## src/rtl/sram_port_arbiter_if.sv

```systemverilog
// sram-like request/response bundle shared by the fetch, data and memory sides.
// The arbiter is the slave of both masters and the master of the memory port.
interface sram_port_arbiter_if;
    logic        req;
    logic        wr;
    logic [1:0]  size;
    logic [3:0]  wstrb;
    logic [31:0] addr;
    logic [31:0] wdata;
    logic        addr_ok;
    logic        data_ok;
    logic [31:0] rdata;

    modport master (
        output req, wr, size, wstrb, addr, wdata,
        input  addr_ok, data_ok, rdata
    );

    modport slave (
        input  req, wr, size, wstrb, addr, wdata,
        output addr_ok, data_ok, rdata
    );
endinterface

```

## src/rtl/sram_port_arbiter.sv

```systemverilog
// Two-master arbiter onto one sram-like port; an owner FIFO routes each
// in-order response back to the master whose request was accepted.
//
// state      | meaning
// S_IDLE     | no request waiting on mem_addr_ok; grant chosen freshly each cycle
// S_LOCK_INS | fetch request presented but not yet accepted; fetch keeps the grant
// S_LOCK_DAT | data request presented but not yet accepted; data keeps the grant
module sram_port_arbiter #(
    parameter int MAX_OUTST  = 4,
    parameter int STARVE_LIM = 4
) (
    input  logic                         clk,
    input  logic                         rstn,
    sram_port_arbiter_if.slave           inst_if,
    sram_port_arbiter_if.slave           data_if,
    sram_port_arbiter_if.master          mem_if,
    output logic [$clog2(MAX_OUTST):0]   outst_cnt,
    output logic                         proto_err
);
    localparam int PW = $clog2(MAX_OUTST);
    localparam int CW = PW + 1;
    localparam int SW = $clog2(STARVE_LIM + 1);

    typedef enum logic [1:0] {
        S_IDLE     = 2'd0,
        S_LOCK_INS = 2'd1,
        S_LOCK_DAT = 2'd2
    } state_t;

    state_t                 state_q, state_d;
    logic [MAX_OUTST-1:0]   owner_q, owner_d;
    logic [PW-1:0]          wr_ptr_q, wr_ptr_d;
    logic [PW-1:0]          rd_ptr_q, rd_ptr_d;
    logic [CW-1:0]          cnt_q, cnt_d;
    logic [SW-1:0]          starve_q, starve_d;
    logic                   proto_err_q, proto_err_d;

    logic full, gnt_data, sel_inst, req_g, mem_req, accept, pop, head;

    always_comb begin
        full     = (cnt_q == CW'(MAX_OUTST));
        sel_inst = inst_if.req & (~data_if.req | (starve_q >= SW'(STARVE_LIM)));
        gnt_data = 1'b0;
        case (state_q)
            S_LOCK_INS: gnt_data = 1'b0;
            S_LOCK_DAT: gnt_data = 1'b1;
            default:    gnt_data = data_if.req & ~sel_inst;
        endcase
        req_g   = gnt_data ? data_if.req : inst_if.req;
        mem_req = req_g & ~full;
        accept  = mem_req & mem_if.addr_ok;
        pop     = mem_if.data_ok & (cnt_q != '0);
        head    = owner_q[rd_ptr_q];

        state_d     = S_IDLE;
        owner_d     = owner_q;
        wr_ptr_d    = wr_ptr_q;
        rd_ptr_d    = rd_ptr_q;
        cnt_d       = cnt_q;
        starve_d    = starve_q;
        proto_err_d = proto_err_q | (mem_if.data_ok & (cnt_q == '0));

        // Hold the grant until the presented request is accepted or withdrawn.
        if (mem_req && !mem_if.addr_ok) begin
            state_d = gnt_data ? S_LOCK_DAT : S_LOCK_INS;
        end

        if (accept) begin
            owner_d[wr_ptr_q] = gnt_data;
            wr_ptr_d          = wr_ptr_q + PW'(1);
        end
        if (pop) begin
            rd_ptr_d = rd_ptr_q + PW'(1);
        end
        cnt_d = cnt_q + CW'(accept) - CW'(pop);

        if (!inst_if.req || (accept && !gnt_data)) begin
            starve_d = '0;
        end else if (accept && gnt_data && (starve_q < SW'(STARVE_LIM))) begin
            starve_d = starve_q + SW'(1);
        end
    end

    always_ff @(posedge clk) begin
        if (!rstn) begin
            state_q     <= S_IDLE;
            owner_q     <= '0;
            wr_ptr_q    <= '0;
            rd_ptr_q    <= '0;
            cnt_q       <= '0;
            starve_q    <= '0;
            proto_err_q <= 1'b0;
        end else begin
            state_q     <= state_d;
            owner_q     <= owner_d;
            wr_ptr_q    <= wr_ptr_d;
            rd_ptr_q    <= rd_ptr_d;
            cnt_q       <= cnt_d;
            starve_q    <= starve_d;
            proto_err_q <= proto_err_d;
        end
    end

    assign mem_if.req   = mem_req;
    assign mem_if.wr    = gnt_data ? data_if.wr    : inst_if.wr;
    assign mem_if.size  = gnt_data ? data_if.size  : inst_if.size;
    assign mem_if.wstrb = gnt_data ? data_if.wstrb : inst_if.wstrb;
    assign mem_if.addr  = gnt_data ? data_if.addr  : inst_if.addr;
    assign mem_if.wdata = gnt_data ? data_if.wdata : inst_if.wdata;

    assign inst_if.addr_ok = accept & ~gnt_data;
    assign data_if.addr_ok = accept & gnt_data;
    assign inst_if.data_ok = pop & ~head;
    assign data_if.data_ok = pop & head;
    assign inst_if.rdata   = mem_if.rdata;
    assign data_if.rdata   = mem_if.rdata;

    assign outst_cnt = cnt_q;
    assign proto_err = proto_err_q;
endmodule

```

## src/flat_wrapper.sv

```systemverilog
// flat-port wrapper written by rule: the top's interface ports become plain ports
module sram_port_arbiter_flat 
#(
    parameter int MAX_OUTST  = 4,
    parameter int STARVE_LIM = 4
)
  (clk, rstn, outst_cnt, proto_err, inst_if_req, inst_if_wr, inst_if_size, inst_if_wstrb, inst_if_addr, inst_if_wdata, inst_if_addr_ok, inst_if_data_ok, inst_if_rdata, data_if_req, data_if_wr, data_if_size, data_if_wstrb, data_if_addr, data_if_wdata, data_if_addr_ok, data_if_data_ok, data_if_rdata, mem_if_req, mem_if_wr, mem_if_size, mem_if_wstrb, mem_if_addr, mem_if_wdata, mem_if_addr_ok, mem_if_data_ok, mem_if_rdata);
  sram_port_arbiter_if inst_if_i ();
  sram_port_arbiter_if data_if_i ();
  sram_port_arbiter_if mem_if_i ();
  input  logic clk;
  input  logic rstn;
  output logic [$clog2(MAX_OUTST):0] outst_cnt;
  output logic proto_err;
  input wire logic [$bits(inst_if_i.req)-1:0] inst_if_req;
  input wire logic [$bits(inst_if_i.wr)-1:0] inst_if_wr;
  input wire logic [$bits(inst_if_i.size)-1:0] inst_if_size;
  input wire logic [$bits(inst_if_i.wstrb)-1:0] inst_if_wstrb;
  input wire logic [$bits(inst_if_i.addr)-1:0] inst_if_addr;
  input wire logic [$bits(inst_if_i.wdata)-1:0] inst_if_wdata;
  output wire logic [$bits(inst_if_i.addr_ok)-1:0] inst_if_addr_ok;
  output wire logic [$bits(inst_if_i.data_ok)-1:0] inst_if_data_ok;
  output wire logic [$bits(inst_if_i.rdata)-1:0] inst_if_rdata;
  input wire logic [$bits(data_if_i.req)-1:0] data_if_req;
  input wire logic [$bits(data_if_i.wr)-1:0] data_if_wr;
  input wire logic [$bits(data_if_i.size)-1:0] data_if_size;
  input wire logic [$bits(data_if_i.wstrb)-1:0] data_if_wstrb;
  input wire logic [$bits(data_if_i.addr)-1:0] data_if_addr;
  input wire logic [$bits(data_if_i.wdata)-1:0] data_if_wdata;
  output wire logic [$bits(data_if_i.addr_ok)-1:0] data_if_addr_ok;
  output wire logic [$bits(data_if_i.data_ok)-1:0] data_if_data_ok;
  output wire logic [$bits(data_if_i.rdata)-1:0] data_if_rdata;
  output wire logic [$bits(mem_if_i.req)-1:0] mem_if_req;
  output wire logic [$bits(mem_if_i.wr)-1:0] mem_if_wr;
  output wire logic [$bits(mem_if_i.size)-1:0] mem_if_size;
  output wire logic [$bits(mem_if_i.wstrb)-1:0] mem_if_wstrb;
  output wire logic [$bits(mem_if_i.addr)-1:0] mem_if_addr;
  output wire logic [$bits(mem_if_i.wdata)-1:0] mem_if_wdata;
  input wire logic [$bits(mem_if_i.addr_ok)-1:0] mem_if_addr_ok;
  input wire logic [$bits(mem_if_i.data_ok)-1:0] mem_if_data_ok;
  input wire logic [$bits(mem_if_i.rdata)-1:0] mem_if_rdata;
  assign inst_if_i.req = inst_if_req;
  assign inst_if_i.wr = inst_if_wr;
  assign inst_if_i.size = inst_if_size;
  assign inst_if_i.wstrb = inst_if_wstrb;
  assign inst_if_i.addr = inst_if_addr;
  assign inst_if_i.wdata = inst_if_wdata;
  assign inst_if_addr_ok = inst_if_i.addr_ok;
  assign inst_if_data_ok = inst_if_i.data_ok;
  assign inst_if_rdata = inst_if_i.rdata;
  assign data_if_i.req = data_if_req;
  assign data_if_i.wr = data_if_wr;
  assign data_if_i.size = data_if_size;
  assign data_if_i.wstrb = data_if_wstrb;
  assign data_if_i.addr = data_if_addr;
  assign data_if_i.wdata = data_if_wdata;
  assign data_if_addr_ok = data_if_i.addr_ok;
  assign data_if_data_ok = data_if_i.data_ok;
  assign data_if_rdata = data_if_i.rdata;
  assign mem_if_req = mem_if_i.req;
  assign mem_if_wr = mem_if_i.wr;
  assign mem_if_size = mem_if_i.size;
  assign mem_if_wstrb = mem_if_i.wstrb;
  assign mem_if_addr = mem_if_i.addr;
  assign mem_if_wdata = mem_if_i.wdata;
  assign mem_if_i.addr_ok = mem_if_addr_ok;
  assign mem_if_i.data_ok = mem_if_data_ok;
  assign mem_if_i.rdata = mem_if_rdata;
  sram_port_arbiter #(.MAX_OUTST(MAX_OUTST), .STARVE_LIM(STARVE_LIM)) u_core (.clk(clk), .rstn(rstn), .inst_if(inst_if_i), .data_if(data_if_i), .mem_if(mem_if_i), .outst_cnt(outst_cnt), .proto_err(proto_err));
endmodule
```

## config.mk

```make
export PLATFORM = sky130hd
export DESIGN_NAME = sram_port_arbiter_flat
export DESIGN_NICKNAME = d
export VERILOG_FILES = /design/src/rtl/sram_port_arbiter_if.sv /design/src/rtl/sram_port_arbiter.sv /design/src/flat_wrapper.sv
export SDC_FILE = /design/constraint.sdc
export NUM_CORES = 1
export LEC_CHECK = 0
export ABC_CLOCK_PERIOD_IN_PS = 2600
export CORE_AREA = 4 4 125 127
export DETAILED_ROUTE_END_ITERATION = 16
export DIE_AREA = 0 0 129 131
export PLACE_DENSITY = 0.61
export SYNTH_ARGS = -nofsm -noshare
export SYNTH_HDL_FRONTEND = slang
export SYNTH_SLANG_ARGS = --single-unit
export TNS_END_PERCENT = 50
```

## constraint.sdc

```tcl
create_clock -name clk -period 2.6 [get_ports clk]
set_input_delay 0.39 -clock clk [delete_from_list [all_inputs] [get_ports clk]]
set_output_delay 0.39 -clock clk [all_outputs]
set_load 0.1 [all_outputs]
```

Yosys cells after proc, flatten, opt, wreduce, memory -nomap -nowiden
Cells that the tools add are included.
{"block": "totals", "out_inout_bits": 144, "reg_bits": 17, "inputBits": 180, "word_cells": 64}
{"block": "classes", "n_addsub": 5, "eq_ne": 3, "bitwise": 18, "mux": 13, "n_reduce_logical": 13, "magnitude_cmp": 5}
{"operator": "two-way mux 32 bit", "count": 2}
{"operator": "bitwise AND 1 bit", "count": 10}
{"operator": "less-than comparator 2 x 3 -> 1 bit, second input constant", "count": 2}
{"operator": "inverter 1 bit", "count": 6}
{"operator": "logical AND 1 bit", "count": 5}
{"operator": "adder 2 x 1 -> 2 bit, second input constant", "count": 2}
{"operator": "bitwise mux 4 bit", "count": 1}
{"operator": "two-way mux 1 bit", "count": 4}
{"operator": "two-way mux 2 bit", "count": 2}
{"operator": "two-way mux 4 bit", "count": 1}
{"operator": "adder 3 x 1 -> 3 bit", "count": 1}
{"operator": "adder 3 x 1 -> 3 bit, second input constant", "count": 1}
{"operator": "== test 3 bit, second input constant", "count": 1}
{"operator": ">= comparator 3 bit, second input constant", "count": 1}
{"operator": "zero test 1 bit", "count": 3}
{"operator": "zero test 3 bit", "count": 1}
{"operator": "less-than comparator 3 bit, second input constant", "count": 1}
{"operator": "nonzero test 3 bit", "count": 1}
{"operator": "subtractor 3 x 1 -> 3 bit", "count": 1}
{"operator": "binary-select mux 1 bit (select 2 bit)", "count": 1}
{"operator": "demux 1 bit (select 2 bit)", "count": 1}
{"operator": "== test 2 x 1 -> 1 bit, second input constant", "count": 1}
{"operator": "== test 2 bit, second input constant", "count": 1}
{"operator": ">= comparator 2 x 1 -> 1 bit, second input constant", "count": 1}
{"operator": "other kinds (5)", "count": 6}

Depth between registers and ports, before layout
{"block": "depth", "ltp_word": 12, "depth_mapped": 11, "depth_no_buf": 10}

Worst setup path after synthesis
Ideal clock, no wire load.
{"block": "synth_path", "path_type": "reg2out", "startpoint": "register u_core.cnt_q[1] (netlist: u_core.outst_cnt[1])", "endpoint": "output inst_if_data_ok", "n_path_buf": 0, "arrival_time_ps": 2738, "required_ps": 2210, "slack_ps": -528, "stages_incl_launch_ff": 3, "cell_sequence": "dfxtp_1 > o31a_1 > nor2b_1"}
{"block": "synth_between", "elab_chain_len": 3}
{"element": "from (decl)", "line": "sram_port_arbiter.sv:34", "rtl": "logic [CW-1:0] cnt_q, cnt_d;"}
{"element": "from (signal assigned)", "line": "sram_port_arbiter.sv:98", "rtl": "cnt_q <= cnt_d;"}
{"element": "nonzero test 3 bit", "line": "sram_port_arbiter.sv:52", "rtl": "pop = mem_if.data_ok & (cnt_q != '0);"}
{"element": "bitwise AND 1 bit", "line": "sram_port_arbiter.sv:52"}
{"element": "via u_core.pop", "line": "sram_port_arbiter.sv:38", "rtl": "logic full, gnt_data, sel_inst, req_g, mem_req, accept, pop, head;"}
{"element": "bitwise AND 1 bit", "line": "sram_port_arbiter.sv:113", "rtl": "assign inst_if.data_ok = pop & ~head;"}
{"element": "to (decl)", "line": "flat_wrapper.sv:22", "rtl": "output wire logic [$bits(inst_if_i.data_ok)-1:0] inst_if_data_ok;"}
The timed path passes the listed nets, and every way through them passes these cells.

Final worst setup path
{"block": "layout_path", "startpoint": "register u_core.state_q[0]", "endpoint": "output mem_if_addr[27]"}
{"block": "layout_between", "elab_chain_len": 3, "elab_cells_between_ends": 4, "cone_classes": "eq/ne: 2; mux: 2"}
{"element": "from (decl)", "line": "sram_port_arbiter.sv:30", "rtl": "state_t state_q, state_d;"}
{"element": "from (signal assigned)", "line": "sram_port_arbiter.sv:94", "rtl": "state_q <= state_d;"}
{"element": "== test 2 bit / == test 2 x 1 -> 1 bit (equally long branches)", "line": "sram_port_arbiter.sv:44", "rtl": "case (state_q)"}
{"element": "case mux 1 bit (2 select lines) (*)", "line": "sram_port_arbiter.sv:44"}
{"element": "two-way mux 32 bit (*)", "line": "sram_port_arbiter.sv:108", "rtl": "assign mem_if.addr = gnt_data ? data_if.addr : inst_if.addr;"}
{"element": "to (decl)", "line": "flat_wrapper.sv:37", "rtl": "output wire logic [$bits(mem_if_i.addr)-1:0] mem_if_addr;"}
Every way passes the cells marked *; elsewhere a longest branch is shown, timed or not.

==> results <==
cell usage after synthesis, types with 2 or more instances:
cell	number
buf_4	64
mux2_4	46
mux2_2	26
dfxtp_1	17
nand2_1	14
ha_1	8
and2_1	6
buf_6	6
inv_1	6
a21oi_1	4
mux2i_1	4
nand3_1	4
nor2_1	4
nor2b_1	4
xnor2_1	4
buf_2	3
and3_1	2
clkbuf_1	2
nand4b_1	2
nor3_1	2
o21ai_0	2
or3b_1	2
flip-flops by register name, summed over array words and instances, names as in the netlist:
name              cells
u_core.owner_q        4
u_core.outst_cnt      3
u_core.proto_err      1
u_core.rd_ptr_q       2
u_core.starve_q       3
u_core.state_q        2
u_core.wr_ptr_q       2
repair_timing:
| action | CTS | global route |
|---|---|---|
| buffers inserted | 2 | 0 |
| resized for setup | 1 | 2 |
| cloned | 0 | 2 |
| setup endpoints to repair | 65 | 57 |
power by group through the flow:
stage,Sequential (W),Combinational [W],Clock (W)
global placement,0.000374,0.00293,0
floorplan,0.000547,0.00213,0
global route,0.000379,0.00306,0.000321
CTS,0.000372,0.00296,0.000315
detailed placement,0.000378,0.00294,0
finish,0.000372,0.00295,0.000307
final cells by class:
type	instances	area share, %
timing repair buffer	238	58.6
multi-input combinational	145	28.8
sequential	17	6.41
tap	184	4.29
clock buffer	4	1.47
inverter	6	0.420
worst min-delay path, delay by kind of cell, from the launching register on:
kind             cells  cell delay (ps)
muxes                1               60
and+or+nand+nor      1               50
DFF                  1              300
how the worst min path moves through the flow:
stage                                          from                              end  cells after the start  slack [ps]
floorplan            u_core.owner_q[2]$_SDFFE_PN0P_   u_core.owner_q[2]$_SDFFE_PN0P_                      2         440
global placement     u_core.owner_q[2]$_SDFFE_PN0P_   u_core.owner_q[2]$_SDFFE_PN0P_                      2         450
detailed placement   u_core.owner_q[0]$_SDFFE_PN0P_   u_core.owner_q[0]$_SDFFE_PN0P_                      2         450
CTS                  u_core.owner_q[2]$_SDFFE_PN0P_   u_core.owner_q[2]$_SDFFE_PN0P_                      2         470
global route        u_core.starve_q[1]$_SDFFE_PP0P_  u_core.starve_q[1]$_SDFFE_PP0P_                      2         500
finish               u_core.owner_q[2]$_SDFFE_PN0P_   u_core.owner_q[2]$_SDFFE_PN0P_                      2         460
layer usage:
metal  up-vias  part of all wire, %  GRT usage, %
li1       1108                    -             -
met4         0                 0.36         0.803
met2       204                   43          19.6
met5         -                    0             0
met3         8                   17          8.41
met1      1038                   40          16.7
cells by family (layout without fill, tap and decap cells):
logic type	count (synthesis)	after routing	share of synthesized area, %
muxes	77	77	42.8
DFF	17	17	13.9
buffers and inverters	81	248	24.3
AOI/OAI and AO/OA	12	13	3.23
adders and majority gates	9	9	4.92
xor gates and xnor gates	5	5	1.79
and+or+nand+nor	41	41	9.02
per-stage QoR:
step | cells | cell area, um^2 | utilization [%] | hold slack [ps] | setup slack (ps)
floorplan | 242 | 2450 | - | 435 | 226
global placement | 586 | 5230 | 36.3 | 447 | 157
detailed placement | 586 | 5230 | 36.3 | 453 | 110
CTS | 592 | 5330 | 36.9 | 466 | 8.67
global route | 594 | 5370 | 37.2 | 504 | 22.0
finish | 594 | 5370 | 37.2 | 460 | 126
==> flow_summary.json <==
{
  "drv_slew": 0,
  "drive_gt1_share_pct": 43.4,
  "grt_usage_pct": 13.1,
  "cp_data_arrival_time_ps": 2080,
  "place_congestion": 0.850,
  "seq_area_um2": 344,
  "critPathLaunch": "u_core.state_q[0]$_SDFF_PN0_",
  "crit_path_end": "mem_if_addr[27]",
  "pin_count": 324,
  "grt_pass1_vias": 2553,
  "r2r_cells": 10,
  "critPathMostFrequentCell": "buf_12",
  "dp_hpwl_um": 10800,
  "clk_pin_slew_ps": 50,
  "die_height_um": 131,
  "power_frac_comb_pct": 81.3,
  "setup-violations-final": 0,
  "power.switching_fraction_pct": 53.3,
  "critical_path_class": "reg -> out",
  "h-tree-depth": 1,
  "critical_path.max_stage_delay_ps": 380,
  "dieArea_mm2": 0.0169,
  "critical_path.cell_chain": "inv_1, ha_2, nor2b_4, a31o_4, buf_12, mux2_2, buf_12",
  "cts_tree": "yes",
  "outcome": "complete, no violations",
  "synth_flop_cell": "dfxtp_1",
  "ys_async_sr_fraction_pct": 0,
  "yosys-top-cells-area": "mux2_4, buf_4, dfxtp_1",
  "antenna_left": 0,
  "avgSynthCellArea_um2": 10.1,
  "synth_nets": 431,
  "layout_common_cells": "clkdlybuf4s50_1, buf_12, mux2_4",
  "nets": 600,
  "dieWidth_um": 129,
  "rr_startpoint": "u_core.state_q[0]$_SDFF_PN0_",
  "grt_max_degree": 26,
  "crit_fanout": 21,
  "clk_latency_ps": 250,
  "cts_buffer_depth": 2,
  "areaGrowthSynthToFinish_pct": 120,
  "r2r_slack_ps": 290,
  "hold_class": "reg -> reg",
  "vias": 2358,
  "cts_buffers": 3,
  "rows": 44,
  "seq_area_frac_synth_pct": 13.9,
  "endpoint_kind": "primary output",
  "multi_input_area_mm2": 0.00154,
  "drv_cap": 0,
  "clock-sinks": 17,
  "grt_pass1_wl_um": 16300,
  "cts_hold_buf": 0,
  "n_antenna_cell": 0,
  "timing.final.crit_share_pct": 95.1,
  "n_fill_cell": 1386,
  "path_delay_family": "buffers and inverters",
  "cp_slowest_cell": "mux2_2",
  "intPower_w": 0.00170,
  "drtIter0Drc": 49,
  "antenna_found_initial": 0,
  "cp.depth": 7,
  "synth_edf_count": 0,
  "clkPwrFrac_pct": 8.5,
  "skew_ps": 3.01,
  "p_leak_nw": 2.27,
  "min_period_ps": 2470,
  "yosysWarnings": 0,
  "power_density_mw_per_mm2": 676,
  "maxSlewHeadroom_pct": 65.4,
  "power.switching_w": 0.00193,
  "port_buffers": 227,
  "syn-cell-area_mm2": 0.00244,
  "hold_violations": 0,
  "yosysUniqueCellTypes": 32,
  "seqPwrFrac_pct": 10.2,
  "totalWireLength_um": 12800,
  "setup_tns_ps": 0,
  "gr-total-overflow": 0,
  "firstDrtPassIters": 4,
  "synth_top_area_share_pct": 28.3,
  "ir_drop_mv": 0.637,
  "power_w": 0.00363,
  "r2r_end": "u_core.outst_cnt[2]$_SDFF_PN0_",
  "cp-start-kind": "register",
  "synth-seq-cells": 17,
  "worstMarginPinSlew_ps": 517,
  "timing.fmax_mhz": 404,
  "yosysTopAreaCell": "mux2_4",
  "layout_commonest_cell": "clkdlybuf4s50_1",
  "avgRoutedWirePerCell_um": 21.5,
  "avgViaCountPerCell": 3.97,
  "rsz0062_at_grt": "false",
  "cts-root-buf": "clkbuf_16",
  "coreArea_mm2": 0.0144,
  "cp.required_ps": 2210,
  "synthCells": 242,
  "critPathBufInv": 3,
  "drc": 0,
  "start_util_pct": 16.9
}
(Power assumes the default switching activity.)
